===== config.mk =====
export PLATFORM = sky130hd
export DESIGN_NAME = rx_shift
export DESIGN_NICKNAME = d
export VERILOG_FILES = /design/src/rtl/rx_shift.sv
export SDC_FILE = /design/constraint.sdc
export NUM_CORES = 1
export LEC_CHECK = 0
export CAP_MARGIN = 20
export CORE_AREA = 2 2 171 173
export DETAILED_ROUTE_END_ITERATION = 8
export DIE_AREA = 0 0 173 175
export SYNTH_ARGS = -nofsm -noshare
export SYNTH_HDL_FRONTEND = slang
export SYNTH_SLANG_ARGS = --single-unit

===== constraint.sdc =====
create_clock -name clk -period 1.55 [get_ports clk]
set_input_delay 0.3875 -clock clk [delete_from_list [all_inputs] [get_ports clk]]
set_output_delay 0.3875 -clock clk [all_outputs]
set_load 0.05 [all_outputs]

===== src/rtl/rx_shift.sv =====
// rx_shift: reassembles NBYTES bytes (first byte -> MSB) into one block and strobes it downstream.
// Optional RX_TIMEOUT_EN macro drops a partial block after TIMEOUT_CYCLES idle cycles.
`default_nettype none

module rx_shift #(
  parameter int NBYTES         = 16,
  parameter int TIMEOUT_CYCLES = 100000,
  parameter int TO_W           = 17
) (
  input  logic                  clk,
  input  logic                  reset,
  input  logic [7:0]            din,
  input  logic                  rx_done,
  input  logic                  buffer_full,
  output logic                  buffer_write,
  output logic [8*NBYTES-1:0]   dout,
  output logic                  overrun,
  output logic                  timeout,
  output logic                  busy
);

  localparam int DW = 8 * NBYTES;
  localparam int CW = (NBYTES > 1) ? $clog2(NBYTES) : 1;
  localparam logic [CW-1:0] LAST_BYTE = CW'(NBYTES - 1);

  typedef enum logic {
    S_COLLECT = 1'b0,
    S_FLUSH   = 1'b1
  } state_e;

  state_e          state_q, state_d;
  logic [CW-1:0]   ctr_q, ctr_d;
  logic [DW-1:0]   shreg_q, shreg_d;
  logic [DW-1:0]   dout_q, dout_d;
  logic            write_q, write_d;
  logic            overrun_q, overrun_d;
  logic            timeout_q, timeout_d;
  logic            busy_q, busy_d;

`ifdef RX_TIMEOUT_EN
  localparam logic [TO_W-1:0] IDLE_LAST = TO_W'(TIMEOUT_CYCLES - 1);
  logic [TO_W-1:0] idle_q, idle_d;
`else
  logic [TO_W-1:0] unused_timeout_cfg;
  assign unused_timeout_cfg = TO_W'(TIMEOUT_CYCLES);
`endif

  always_comb begin
    state_d   = state_q;
    ctr_d     = ctr_q;
    shreg_d   = shreg_q;
    dout_d    = dout_q;
    write_d   = 1'b0;
    overrun_d = 1'b0;
    timeout_d = 1'b0;
`ifdef RX_TIMEOUT_EN
    idle_d    = '0;
`endif
    case (state_q)
      S_COLLECT: begin
        if (rx_done) begin
          shreg_d = {shreg_q[DW-9:0], din};
          if (ctr_q == LAST_BYTE) begin
            ctr_d   = '0;
            state_d = S_FLUSH;
          end else begin
            ctr_d = ctr_q + 1'b1;
          end
        end
`ifdef RX_TIMEOUT_EN
        // Idle only counts while a partial block is held; a same-edge byte wins.
        else if (ctr_q != '0) begin
          if (idle_q == IDLE_LAST) begin
            ctr_d     = '0;
            shreg_d   = '0;
            timeout_d = 1'b1;
          end else begin
            idle_d = idle_q + 1'b1;
          end
        end
`endif
      end
      S_FLUSH: begin
        overrun_d = rx_done;
        if (!buffer_full) begin
          write_d = 1'b1;
          dout_d  = shreg_q;
          state_d = S_COLLECT;
        end
      end
      default: state_d = S_COLLECT;
    endcase
    busy_d = (ctr_d != '0) || (state_d == S_FLUSH);
  end

  always_ff @(posedge clk or negedge reset) begin
    if (!reset) begin
      state_q   <= S_COLLECT;
      ctr_q     <= '0;
      shreg_q   <= '0;
      dout_q    <= '0;
      write_q   <= 1'b0;
      overrun_q <= 1'b0;
      timeout_q <= 1'b0;
      busy_q    <= 1'b0;
`ifdef RX_TIMEOUT_EN
      idle_q    <= '0;
`endif
    end else begin
      state_q   <= state_d;
      ctr_q     <= ctr_d;
      shreg_q   <= shreg_d;
      dout_q    <= dout_d;
      write_q   <= write_d;
      overrun_q <= overrun_d;
      timeout_q <= timeout_d;
      busy_q    <= busy_d;
`ifdef RX_TIMEOUT_EN
      idle_q    <= idle_d;
`endif
    end
  end

  assign buffer_write = write_q;
  assign dout         = dout_q;
  assign overrun      = overrun_q;
  assign timeout      = timeout_q;
  assign busy         = busy_q;

endmodule

`default_nettype wire


==> flow_summary.yaml <==
route:
  drtAntennaViolNets: 0
  drt_pass1_iterations: 6
  via_count: 7431
  drt_wl_total_mm: 23.3
  vias_per_cell: 4.48
  drc: 0
  drtIter0Drc: 471
  wl_per_cell_um: 14.0
synthesis:
  syn_area_um2: 9880
  ys_seq_area_share_pct: 66.9
  yosysTopAreaCell: "dfrtp_1"
  yosysMostFrequentCell: "nand2_1"
  ys_ff_latch: 264
  synth_simple_gate_area_share_pct: 29.9
  synthFlopType: "dfrtp_1"
  syn_inst: 1114
  synth_edf_count: 0
  synth_fa_ha_area_share_pct: 0.127
  synth_top_family_by_area: "simple AND/OR/NAND/NOR gates"
  synth_top_area_share_pct: 66.9
  synthXorXnorAreaFrac_pct: 0.177
  synth_compound_area_share_pct: 0.215
  async_flop_share_pct: 100
  ys_types: 22
  synth_commonest_cells: "nand2_1 (772), dfrtp_1 (264), clkbuf_1 (27), buf_2 (18), buf_1 (12)"
  synthMuxAreaShare_pct: 0.101
  synth.area.top_cells: "dfrtp_1 (67%), nand2_1 (29%), clkbuf_1 (1.0%), buf_2 (0.91%), buf_1 (0.46%)"
  synth.avg_cell_area_um2: 8.87
  yosys_warnings: 0
  synth.net_count: 1127
critical_path:
  critPathMaxStageDelay_ps: 440
  path_cells: "nor2b_4, buf_6, nand4_1, mux2i_1, or4_1"
  critPathKind: "reg2reg"
  endpoint_kind: "flip-flop"
  worstPathArrival_ps: 1920
  start_kind: "flip-flop"
  cp_data_required_time_ps: 1950
  crit_fanout: 5
  cp_slowest_cell: "dfrtp_2"
final_layout:
  n_fill_cell: 2622
  num_antenna_cells: 0
  multi_input_area_um2: 3040
  final_area_um2: 14200
  area_growth_pct: 43.9
  fin_cells: 1659
  layout.nets: 1266
  fin_util_pct: 50.1
  regArea_um2: 6610
  drive_above_1_share_pct: 16.6
place:
  place.gp.congestion: 0.746
  placed_cell_area_um2: 13200
  dp_cells: 1603
  dp.final_hpwl_mm: 14.8
  dp_slack_ps: -461
  io_buffers: 142
outcome:
  run_status: "complete, no violations"
sta:
  rsz0062_at_grt: "yes"
  fin_tns_setup_ps: 0
  hold_ws_ps: 348
  final.setup.worst_slack_ps: 23.8
  clock.fmax_mhz: 655
  fin_crit_sh_pct: 98.5
  report.final.setup_viol: 0
  fin_crit_ps: 1530
  drv_slew: 0
  skew_ps: 5.14
  hold_violations: 0
clock_tree:
  clkSinkCount: 264
  cts.htree.levels: 1
  cts_root_buf: "clkbuf_16"
  clock_latency_ps: 530
  clk_pin_slew_ps: 60
  cts_buffers: 28
  clock_path_buffers: 3
  cts_tree: "done"
global_routing:
  antenna_found_initial: 0
  gr-total-overflow: 0
  grt_pass1_wl_mm: 39.8
  grt_pass1_vias: 7711
  grt_max_degree: 71
  track_usage_pct: 15.9
die:
  rows: 62
  ioPinCount: 144
  core_um2: 28400
  dieWidth_um: 173
  dieArea_um2: 30300
  die_y_um: 175
  initial_utilization_pct: 34.8
power:
  p_leak_nw: 7.54
  finalPower_mw: 30.5
  sw_frac_of_total_pct: 38.0
  vdd_ir_drop_max_mv: 1.10
  power.density_nw_per_um2: 2150
  p_int_mw: 18.9
  p_seq_share_pct: 38.1
  power_frac_clock_pct: 22.4
  pwr-share-comb_pct: 39.4
  p_sw_mw: 11.6
flow_run:
  drv_cap: 0
worst_hold_path:
  hold_path_class: "in2async"
==> power groups by stage <==
stage	clock network, mW	logic, mW	registers, mW
floorplan	0	2.19	14.7
global placement	0	11.9	11.8
detailed placement	0	12.1	11.8
CTS	7.02	12.2	11.7
global route	7.33	12.8	12.0
finish	6.84	12.0	11.6
==> per-layer routing <==
metal  track usage [%]  part of all wire [%]  vias to the layer above
li1                  -                     -                     3622
met1              20.9                    44                     3649
met2              27.3                    50                      135
met3              3.15                   4.9                       25
met4              3.57                   1.6                        0
met5                 0                     0                        -
==> final cells by class <==
cell class                 count  area share [%]
clock buffer                  41            5.99
clock inverter                11           0.783
inverter                       2          0.0704
multi-input combinational    789            21.4
sequential                   264            46.5
tap                          384            3.38
timing repair buffer         168            21.9
==> state kept, by name, summed over array words and instances, names as in the netlist <==
| register | flops |
|---|---|
| state_q | 1 |
| dout | 128 |
| busy | 1 |
| shreg_q | 128 |
| buffer_write | 1 |
| ctr_q | 4 |
| overrun | 1 |
==> cell usage in the layout (no fill, tap or decap), types with 2 or more instances in the layout <==
cell type	netlist	routed
dfrtp_1	264	263
buf_4	1	10
clkbuf_16	0	29
o21ai_0	2	2
clkdlybuf4s50_1	0	10
clkbuf_1	27	4
buf_12	0	145
clkbuf_8	0	8
clkinv_2	0	7
nand2_1	772	772
xnor2_1	2	2
nand4_1	2	2
bufinv_16	0	2
==> worst paths after layout <==
check | startpoint | endpoint | slack [ps] | cells after the start
worst max register to register | state_q | busy | 20 | 5
worst max-delay path | state_q | busy | 20 | 5
min in group clk | din[3] | shreg_q[3] | 400 | 3
worst min-delay path | reset | dout[124] | 350 | 2
worst min register to register | shreg_q[121] | dout[121] | 470 | 2
max in group asynchronous | reset | shreg_q[78] | 530 | 3
==> worst max-delay path, delay by kind of cell, from the launching register on <==
kind	cells	cell delay [ps]
and+or+nand+nor	3	690
muxes	1	160
DFF	1	440
buffers and inverters	1	100
==> cell families after synthesis <==
group                      Yosys count
buffers and inverters               61
AOI/OAI and AO/OA                    4
xor gates and xnor gates             2
DFF                                264
and+or+nand+nor                    780
muxes                                1
adders and majority gates            1
other                                1
==> timing repair <==
item	CTS	global route
pin swaps	1	3
setup endpoints to repair	4	11
resized for setup	2	2
cloned	0	0
hold buffers	1	0
endpoints found under the hold margin	32	0
buffers inserted	2	2
Note: power is estimated with default switching activity, not from simulation.
